===== src/rtl/mem_port_arbiter.sv =====
// Single-port memory arbiter shared by instruction fetch and the data stage.
// One transaction in flight, data-first priority with a fetch starvation guard.
module mem_port_arbiter #(
    parameter int MAX_DATA_STREAK = 4,
    parameter int TIMEOUT_CYCLES  = 255
) (
    input  logic        clk,
    input  logic        arst,
    input  logic        ifReq,
    input  logic [31:0] ifAddr,
    output logic [31:0] ifRdata,
    output logic        ifValid,
    output logic        ifStall,
    input  logic        dmReq,
    input  logic        dmWe,
    input  logic [31:0] dmAddr,
    input  logic [31:0] dmWdata,
    input  logic [3:0]  dmMask,
    output logic [31:0] dmRdata,
    output logic        dmValid,
    output logic        dmStall,
    output logic        memReq,
    output logic        memWe,
    output logic [31:0] memAddr,
    output logic [31:0] memWdata,
    output logic [3:0]  memMask,
    input  logic        memGnt,
    input  logic        memRvalid,
    input  logic [31:0] memRdata,
    output logic        busError
);

    localparam int SW = (MAX_DATA_STREAK > 0) ? $clog2(MAX_DATA_STREAK + 1) : 1;
    localparam int TW = (TIMEOUT_CYCLES > 1) ? $clog2(TIMEOUT_CYCLES) : 1;
    localparam logic [SW-1:0] STREAK_MAX = SW'(MAX_DATA_STREAK);
    localparam logic [TW-1:0] TO_LAST =
        TW'((TIMEOUT_CYCLES > 0) ? TIMEOUT_CYCLES - 1 : 0);
    localparam bit TO_EN = (TIMEOUT_CYCLES > 0);

    typedef enum logic [1:0] {
        IDLE = 2'd0,
        REQ  = 2'd1,
        RESP = 2'd2,
        DONE = 2'd3
    } state_t;

    state_t        state_q;
    state_t        state_d;
    logic          owner_q;     // 1 = data, 0 = fetch
    logic [31:0]   addr_q;
    logic          we_q;
    logic [31:0]   wdata_q;
    logic [3:0]    mask_q;
    logic [SW-1:0] streak_q;
    logic [TW-1:0] to_cnt_q;
    logic          abort_q;
    logic [31:0]   if_rdata_q;
    logic [31:0]   dm_rdata_q;

    logic sel_dm;
    logic sel_if;
    logic in_flight;
    logic complete;
    logic timeout_hit;
    logic finish;

    // Arbitration and completion conditions shared by the FSM and datapath.
    always_comb begin
        sel_dm      = dmReq && !(ifReq && (streak_q == STREAK_MAX));
        sel_if      = !sel_dm && ifReq;
        in_flight   = (state_q == REQ) || (state_q == RESP);
        complete    = ((state_q == REQ) && memGnt && memRvalid) ||
                      ((state_q == RESP) && memRvalid);
        timeout_hit = TO_EN && in_flight && !complete &&
                      (to_cnt_q == TO_LAST);
        finish      = complete || timeout_hit;
    end

    // State register; async reset aborts any transaction in flight.
    always_ff @(posedge clk or posedge arst) begin
        if (arst) begin
            state_q <= IDLE;
        end else begin
            state_q <= state_d;
        end
    end

    // Next-state logic for the request/grant/response sequence.
    always_comb begin
        state_d = state_q;
        unique case (state_q)
            IDLE: begin
                if (sel_dm || sel_if) begin
                    state_d = REQ;
                end
            end
            REQ: begin
                if (finish) begin
                    state_d = DONE;
                end else if (memGnt) begin
                    state_d = RESP;
                end
            end
            RESP: begin
                if (finish) begin
                    state_d = DONE;
                end
            end
            DONE: begin
                state_d = IDLE;
            end
        endcase
    end

    // Decoded outputs: request strobe, completion pulses, stalls.
    always_comb begin
        memReq   = (state_q == REQ);
        ifValid  = (state_q == DONE) && !owner_q;
        dmValid  = (state_q == DONE) && owner_q;
        busError = (state_q == DONE) && abort_q;
        ifStall  = ifReq && !ifValid;
        dmStall  = dmReq && !dmValid;
    end

    assign memWe    = we_q;
    assign memAddr  = addr_q;
    assign memWdata = wdata_q;
    assign memMask  = mask_q;
    assign ifRdata  = if_rdata_q;
    assign dmRdata  = dm_rdata_q;

    // Latch the selected requester's access; fetches are reads with no mask.
    always_ff @(posedge clk or posedge arst) begin
        if (arst) begin
            owner_q <= 1'b0;
            addr_q  <= '0;
            we_q    <= 1'b0;
            wdata_q <= '0;
            mask_q  <= '0;
        end else if (state_q == IDLE) begin
            if (sel_dm) begin
                owner_q <= 1'b1;
                addr_q  <= dmAddr;
                we_q    <= dmWe;
                wdata_q <= dmWdata;
                mask_q  <= dmMask;
            end else if (sel_if) begin
                owner_q <= 1'b0;
                addr_q  <= ifAddr;
                we_q    <= 1'b0;
                wdata_q <= '0;
                mask_q  <= '0;
            end
        end
    end

    // Count data wins while fetch waits, so fetch cannot starve.
    always_ff @(posedge clk or posedge arst) begin
        if (arst) begin
            streak_q <= '0;
        end else if (state_q == IDLE) begin
            if (sel_dm && ifReq) begin
                if (streak_q != STREAK_MAX) begin
                    streak_q <= streak_q + 1'b1;
                end
            end else if (sel_dm || sel_if) begin
                streak_q <= '0;
            end
        end
    end

    // Timeout counter runs only while a transaction is outstanding.
    always_ff @(posedge clk or posedge arst) begin
        if (arst) begin
            to_cnt_q <= '0;
        end else if (state_q == IDLE) begin
            to_cnt_q <= '0;
        end else if (in_flight) begin
            to_cnt_q <= to_cnt_q + 1'b1;
        end
    end

    // Capture response (or zero on abort) into the owner's hold register.
    always_ff @(posedge clk or posedge arst) begin
        if (arst) begin
            abort_q    <= 1'b0;
            if_rdata_q <= '0;
            dm_rdata_q <= '0;
        end else if (finish) begin
            abort_q <= timeout_hit;
            if (owner_q) begin
                dm_rdata_q <= timeout_hit ? 32'h0 : memRdata;
            end else begin
                if_rdata_q <= timeout_hit ? 32'h0 : memRdata;
            end
        end
    end

endmodule


===== config.mk =====
export PLATFORM = sky130hd
export DESIGN_NAME = mem_port_arbiter
export DESIGN_NICKNAME = d
export VERILOG_FILES = /design/src/rtl/mem_port_arbiter.sv
export SDC_FILE = /design/constraint.sdc
export NUM_CORES = 1
export LEC_CHECK = 0
export ABC_CLOCK_PERIOD_IN_PS = 7700
export CORE_MARGIN = 8
export CORE_UTILIZATION = 45
export DETAILED_ROUTE_END_ITERATION = 8
export GPL_ROUTABILITY_DRIVEN = 0
export PLACE_DENSITY = 0.86
export SKIP_CTS_REPAIR_TIMING = 1
export SYNTH_ARGS = -nofsm -noshare
export SYNTH_HDL_FRONTEND = slang
export SYNTH_SLANG_ARGS = --single-unit
export TNS_END_PERCENT = 5

===== constraint.sdc =====
create_clock -name clk -period 7.7 [get_ports clk]
set_input_delay 1.54 -clock clk [delete_from_list [all_inputs] [get_ports clk]]
set_output_delay 1.54 -clock clk [all_outputs]
set_load 0.02 [all_outputs]

==> run metrics, run 1 <==
Area Growth Syn to Fin 56.3%; total number of vias 5,057; top_reg_cell synth dfrtp_1; commonest cells after routing, fill and taps aside clkdlybuf4s50_1, dfrtp_1, a32o_1, nand2_1, a22o_1; first-pass GRT wire length 30,200 um; sw power 1.61 mW; most common cell after layout, fill and taps aside clkdlybuf4s50_1; later-pin clock latency in the skew report 410 ps; IO Pins 278; Post-synth ARST share 100%; CP Launch Type input pin; worst-margin pin slew 1170 ps; vias in the first global route 5,468; share of layout cells above drive strength 1 6.06%; post-synthesis register bit count 148; largest net degree at the start of global routing 106; Sum Neg Setup Slack 0 ps; Core Footprint 13,200 um^2; Nets 876; Crit Path Category in -> out; post-route ant nets 0; internal power 2.63 mW; Relative slew margins 22.2%; static leakage power 4.10 nW; HP Class reg -> reg; initial antenna violation count 0; total power 4.24 mW; YS warnings 0; router iterations before antenna repair 5; Die Wd 132 um; GRT Total Usage 21.6%; mapped cell area 6070 um^2; Clock Tree Root clkbuf_16; switching portion of total power 38.0%; worst vdd ir 255 uV; Flop pwr share 32.2%; post-layout util 72.0%; RSZ-0062 raised after global routing no; wire per inst 20.7 um; drt initial violations 325; Crit Path Max Fanout 7; post-DP HPWL 14,000 um; clock tree buffer depth 2; Pins Over Slew Limit 0; WL final 19,000 um; Max-Cap Viols 0; Clk network pwr share 20.0%; die span in y 132 um; Req. time, crit path 6160 ps; Setup Viol. Count Final 0; EDFF count, synth 0; global route overflow 0; Antenna Cells 0; Residual DRC 0; Mapped Nets 617; CP Capture Type output pin; Period minus WS final 4500 ps; clk sink count 148; # rows 42; final hold vios 0; initial core utilization 46.0%; CP arrival 2960 ps; CTS tree yes; Reg clk slew, reported paths 60 ps; Max H-tree Level 4; Max Clk Rate 222 MHz; Die Area 17,500 um^2; register area share after synthesis 61.0%; Mapped Avg Cell Area 12.9 um^2; status finished clean; PD cells 447 nW/um^2; clk_skew 6.88 ps; port buffer count 277; combinational power share 47.8%; total CTS buffers 17; vias per cell 5.51; final critical-path share of the clock period 58.5%; post-synthesis cell count 470; Yosys cell types 36
## worst max-delay path: stages
cell and delay (ps):
clkdlybuf4s50_1 640, nor2b_1 170, clkdlybuf4s50_1 610
## worst paths after layout
check / start / endpoint / slack, ps / depth (start not counted)
min reg2reg: memAddr[13] / memAddr[13] / 490 / 2
min: memAddr[13] / memAddr[13] / 490 / 2
max in group asynchronous: arst / ifRdata[11] / 4750 / 3
max: ifReq / ifStall / 3200 / 3
max reg2reg: owner_q / ifRdata[1] / 5130 / 4
min in group asynchronous: arst / dmRdata[4] / 1670 / 2
## kinds of logic (layout without fill, tap and decap cells)
group,after synthesis,count (layout),share of synthesized area [%]
AO/OA/AOI/OAI,157,157,21.4
flip-flops,148,148,61.0
AND/OR/NAND/NOR,72,72,5.77
buffers and inverters,50,322,4.37
multiplexers,34,34,5.69
adder cells (fa/ha/maj),8,8,1.65
XOR/XNOR,1,1,0.144
## synth_stat cells (7+ instances only)
master / instances / area share [%]
a22o_1: 37 / 5.3
nor2_1: 7 / 0.43
dfrtp_1: 148 / 61
o21ai_1: 36 / 3.0
nand2_1: 43 / 2.7
ha_1: 8 / 1.6
buf_2: 17 / 1.4
clkbuf_1: 15 / 0.93
o21ai_0: 7 / 0.58
inv_1: 9 / 0.56
a32o_1: 66 / 11
mux2i_1: 33 / 5.4
## through the flow
stage	worst slack [ps]	instances	area [um^2]	hold WS [ps]
after floorplan	2180	470	6070	458
after global placement	3180	886	8880	468
after detailed placement	3200	886	8880	475
after CTS	3190	918	9490	489
after global routing	3140	918	9490	499
final	3200	918	9490	487
## flip-flops by register name, indices dropped and copies added (netlist names)
signal and flops:
memAddr 32, streak_q 3, state_q 2, owner_q 1
dmRdata 32, abort_q 1, memWdata 32, to_cnt_q 8
memWe 1, memMask 4, ifRdata 32
## power groups by stage
stage,sequential (mW),combinational [mW],clock (mW)
floorplan,1.74,0.697,0
finish,1.37,2.03,0.846
global placement,1.35,1.99,0
global route,1.41,2.16,0.895
detailed placement,1.37,2.05,0
CTS,1.37,2.05,0.862
## cell type report
| cell class | instances | area [um^2] |
|---|---|---|
| clock buffers | 18 | 429 |
| clock inverters | 14 | 179 |
| fillers | 879 | 3700 |
| inverters | 9 | 38.8 |
| multi-input cells | 272 | 2120 |
| flip-flops and latches | 148 | 3700 |
| well taps | 176 | 220 |
| repair buffers | 281 | 2800 |
## layer usage
layer  share of wire (%)  wire length [um]  GRT usage (%)  vias to the layer above
met1                  39              7490           24.4                     2471
met3                 8.9              1690           8.12                       26
li1                    -                 -              -                     2290
met2                  50              9510           36.7                      270
met4                 1.8               342           7.47                        0
met5                   0                 0              0                        -
(Power assumes the default switching activity.)
==> run 2: changes to the inputs <==
ABC_CLOCK_PERIOD_IN_PS = 3700   (was 7700)
CORE_UTILIZATION = 38   (was 45)
PLACE_DENSITY = 0.77   (was 0.86)
clock period = 3.7 ns   (was 7.7 ns; I/O delays follow)
==> run metrics, run 2 (synthesized netlist as in run 1, its figures left out) <==
Die Area 20,300 um^2 (+16%); IO Pins 278 (unchanged); Pins Over Slew Limit 0 (unchanged); Crit Path Category reg -> out; Clock Tree Root clkbuf_16; # rows 46 (+9.5%); port buffer count 277 (unchanged); WHS Path Cells 2 (unchanged); CP Launch Type flop; clk sink count 148 (unchanged); Residual DRC 0 (unchanged); fill cell count 1,257 (+43%); switching portion of total power 37.6% (-0.46 points); Max-Cap Viols 0 (unchanged); combinational power share 48.0% (+0.2 points); Clk network pwr share 20.1% (about the same); die span in y 142 um (+7.8%); first-pass GRT wire length 28,700 um (-5.1%); WL final 18,500 um (-2.6%); vias in the first global route 5,349 (-2.2%); Max Clk Rate 334 MHz; Antenna Cells 0 (unchanged); Worst Min Path Start memAddr[13]; Core Footprint 15,800 um^2 (+20%); most common cell after layout, fill and taps aside clkdlybuf4s50_1; R2R setup slack 1680 ps (-3450 ps); Flop pwr share 31.9% (-0.3 points); CP Capture Type output pin; Req. time, crit path 2960 ps (-3200 ps); status finished clean; clock tree buffer depth 2 (unchanged); final hold vios 0 (unchanged); worst-margin pin slew 896 ps (-270 ps); static leakage power 4.16 nW (+1.6%); Max H-tree Level 4 (unchanged); initial core utilization 38.5% (-7.5 points); Crit Path Max Fanout 12 (+5); internal power 5.54 mW (+110%); Nets 885 (+1.0%); HP Class reg -> reg; r2r endpoint dmRdata[1]; total CTS buffers 17 (unchanged); Reg clk slew, reported paths 60 ps (about the same); hold worst-path end memAddr[13]; GRT Total Usage 17.9% (-3.7 points); Period minus WS final 3000 ps; largest net degree at the start of global routing 66 (-38%); Die Wd 142 um (+7.8%); total number of vias 5,009 (-0.95%); post-layout util 61.2% (-11 points); initial antenna violation count 0 (unchanged); Relative slew margins 40.1% (+18 points); share of layout cells above drive strength 1 7.19% (+1.1 points); global route overflow 0 (unchanged); Area Growth Syn to Fin 59.0%; commonest cells after routing, fill and taps aside clkdlybuf4s50_1, dfrtp_1, a32o_1, nand2_1, a22o_1; later-pin clock latency in the skew report 410 ps (about the same); sw power 3.34 mW (+110%); RSZ-0062 raised after global routing no; post-DP HPWL 13,700 um (-2.2%); post-route ant nets 0 (unchanged); PD cells 919 nW/um^2 (+110%); worst vdd ir 440 uV (+72%); final critical-path share of the clock period 81.0%; vias per cell 5.18 (-6.0%); Sum Neg Setup Slack 0 ps (unchanged); Setup Viol. Count Final 0 (unchanged); RR Startpoint state_q[1]; wire per inst 19.2 um (-7.5%); drt initial violations 263 (-19%); CTS tree yes; router iterations before antenna repair 4 (-1); Register-to-Register Path Depth 6 (+2); CP arrival 2260 ps (-700 ps); clk_skew 7.80 ps (+0.922 ps)
run 2: changes by cell type in the layout (fill, tap and decap cells not counted), sizes merged:
| cell | previous run | this run |
|---|---|---|
| clkinv | 3 | 4 |
| clkbuf | 18 | 19 |
| buf | 4 | 13 |
| clkinvlp | 5 | 3 |
run 2: critical path, cell delays in order, from the launching register on:
cell,delay (ps)
dfrtp_1,420
ha_1,420
nor2b_1,340
clkdlybuf4s50_1,680
run 2: how the worst max path moves through the flow:
stage | startpoint | end | slack [ps] | depth (start not counted)
after floorplan | arst | abort_q | 1100 | 1
after global placement | ifReq | ifStall | 720 | 3
after detailed placement | dmReq | dmStall | 730 | 3
after CTS | state_q[1] | ifValid | 660 | 3
after global routing | state_q[1] | ifValid | 580 | 3
final | state_q[1] | ifValid | 700 | 3
run 2: cell type report:
| type | count | area (um^2) | area share (%) |
|---|---|---|---|
| Inverter | 9 | 37.5 | 0.389 |
| Multi-Input combinational cell | 272 | 2120 | 21.9 |
| Timing Repair Buffer | 290 | 2910 | 30.1 |
| Tap cell | 216 | 270 | 2.80 |
| Sequential cell | 148 | 3700 | 38.4 |
| Clock buffer | 19 | 443 | 4.59 |
| Clock inverter | 13 | 174 | 1.80 |
run 2: power by group through the flow:
stage,clock network [mW],logic (mW),registers (mW)
2_1_floorplan,0,1.45,3.63
3_3_place_gp,0,4.19,2.82
3_5_place_dp,0,4.30,2.84
4_1_cts,1.83,4.31,2.83
5_1_grt,1.91,4.54,2.91
6_report,1.79,4.26,2.83
run 2: per-stage QoR:
step / worst slack [ps] / hold WS [ps] / instance area, um^2 / total power [mW] / cells
global placement: 724 / 468 / 9040 / 7.01 / 935
finish: 703 / 486 / 9650 / 8.88 / 967
global route: 583 / 505 / 9650 / 9.36 / 967
floorplan: 1100 / 458 / 6080 / 5.08 / 470
CTS: 656 / 490 / 9650 / 8.98 / 967
detailed placement: 728 / 476 / 9040 / 7.14 / 935
run 2: metal layers:
| layer | up-vias | GRT usage, % | share of wire [%] |
|---|---|---|---|
| met2 | 242 | 29.6 | 49 |
| met3 | 17 | 7.31 | 11 |
| li1 | 2308 | - | - |
| met1 | 2442 | 20.8 | 39 |
| met4 | 0 | 5.26 | 1.0 |
| met5 | - | 0 | 0 |
==> run 3: changes to the inputs <==
ABC_CLOCK_PERIOD_IN_PS = 2600   (was 3700)
clock period = 2.6 ns   (was 3.7 ns; I/O delays follow)
==> run metrics, run 3 (synthesized netlist as in run 1, its figures left out) <==
status finished clean; Setup Viol. Count Final 0 (unchanged); largest net degree at the start of global routing 112 (+70%); WL final 18,600 um (+0.39%); Pins Over Slew Limit 0 (unchanged); Period minus WS final 2530 ps; Crit Path Max Fanout 4 (-8); most common cell after layout, fill and taps aside clkdlybuf4s50_1; Reg clk slew, reported paths 60 ps (about the same); # rows 46 (unchanged); Core Footprint 15,800 um^2 (unchanged); Antenna Cells 0 (unchanged); PD cells 1300 nW/um^2 (+41%); HP Class reg -> reg; post-DP HPWL 14,100 um (+3.1%); placed cell area 9120 um^2 (+0.94%); Max H-tree Level 4 (unchanged); WHS Path Cells 2 (unchanged); initial core utilization 38.5% (unchanged); final hold vios 0 (unchanged); router iterations before antenna repair 5 (+1); CP arrival 2010 ps (-250 ps); Residual DRC 0 (unchanged); Sum Neg Setup Slack 0 ps (unchanged); GRT Total Usage 18.2% (+0.32 points); RSZ-0062 raised after global routing no; Relative slew margins 61.0% (+21 points); worst vdd ir 723 uV (+64%); r2r endpoint dmRdata[7]; total power 12.6 mW (+42%); Die Area 20,300 um^2 (unchanged); clk_skew 7.16 ps (-0.639 ps); Crit Path Category reg -> out; CTS tree yes; Max Clk Rate 396 MHz; clk sink count 148 (unchanged); worst-margin pin slew 585 ps (-311 ps); initial antenna violation count 0 (unchanged); CP Launch Type flop; RR Startpoint state_q[0]; CP Capture Type output pin; Req. time, crit path 2080 ps (-880 ps); wire per inst 19.1 um (-0.44%); Worst Min Path Start memAddr[2]; total CTS buffers 17 (unchanged); commonest cells after routing, fill and taps aside clkdlybuf4s50_1, dfrtp_1, a32o_1, nand2_1, a22o_1; post-layout util 61.5% (+0.29 points); static leakage power 4.21 nW (+1.1%); R2R setup slack 590 ps (-1090 ps); vias per cell 5.16 (-0.31%); Area Growth Syn to Fin 59.8%; share of layout cells above drive strength 1 7.91% (+0.71 points); post-route ant nets 0 (unchanged); IO Pins 278 (unchanged); global route overflow 0 (unchanged); drt initial violations 272 (+3.4%); Die Wd 142 um (unchanged); Clock Tree Root clkbuf_16; first-pass GRT wire length 29,000 um (+1.2%); hold worst-path end memAddr[2]; clock tree buffer depth 2 (unchanged); post-route cell area 9700 um^2 (+0.48%); port buffer count 277 (unchanged); Nets 893 (+0.90%); total number of vias 5,035 (+0.52%); Max-Cap Viols 0 (unchanged); final critical-path share of the clock period 97.2%; Register-to-Register Path Depth 6 (unchanged); vias in the first global route 5,541 (+3.6%); die span in y 142 um (unchanged); later-pin clock latency in the skew report 410 ps (about the same)
## run 3: through the flow
stage,setup WS [ps],cells,hold slack (ps)
final,71.8,975,485
after global routing,2.14,975,495
after CTS,54.5,975,488
after detailed placement,241,943,476
after global placement,230,943,469
after floorplan,219,470,458
## run 3: layout make-up
class / instances / area, um^2
Tap cell: 216 / 270
Timing Repair Buffer: 298 / 3000
Multi-Input combinational cell: 272 / 2120
Clock inverter: 11 / 125
Inverter: 9 / 37.5
Fill cell: 1252 / 6070
Clock buffer: 21 / 450
Sequential cell: 148 / 3700
## run 3: worst max-delay path, stage by stage (launching register included)
cell and delay (ps):
dfrtp_1 430, ha_1 240, nor2b_1 150, nor2b_1 150
clkdlybuf4s50_1 630
## run 3: where the power goes
| part | total (mW) | switching (mW) | leakage (nW) | internal (mW) |
|---|---|---|---|---|
| clock network | 2.37 | 0.928 | 0.278 | 1.44 |
| logic | 6.16 | 3.12 | 2.06 | 3.04 |
| registers | 4.06 | 0.686 | 1.87 | 3.37 |
## run 3: worst max-delay path by stage
stage / start / to / slack, ps
6_report: state_q[0] / ifStall / 70
5_1_grt: state_q[0] / ifStall / 2
4_1_cts: state_q[0] / ifStall / 50
3_5_place_dp: ifReq / ifStall / 240
3_3_place_gp: ifReq / ifStall / 230
2_1_floorplan: arst / abort_q / 220
## run 3: layer usage
layer	track usage, %	wire [um]	part of all wire, %	up-vias
met5	0	0	0	-
met4	5.59	258	1.4	0
met1	20.7	7050	38	2450
met3	7.55	2080	11	21
met2	30.5	9220	50	240
li1	-	-	-	2324
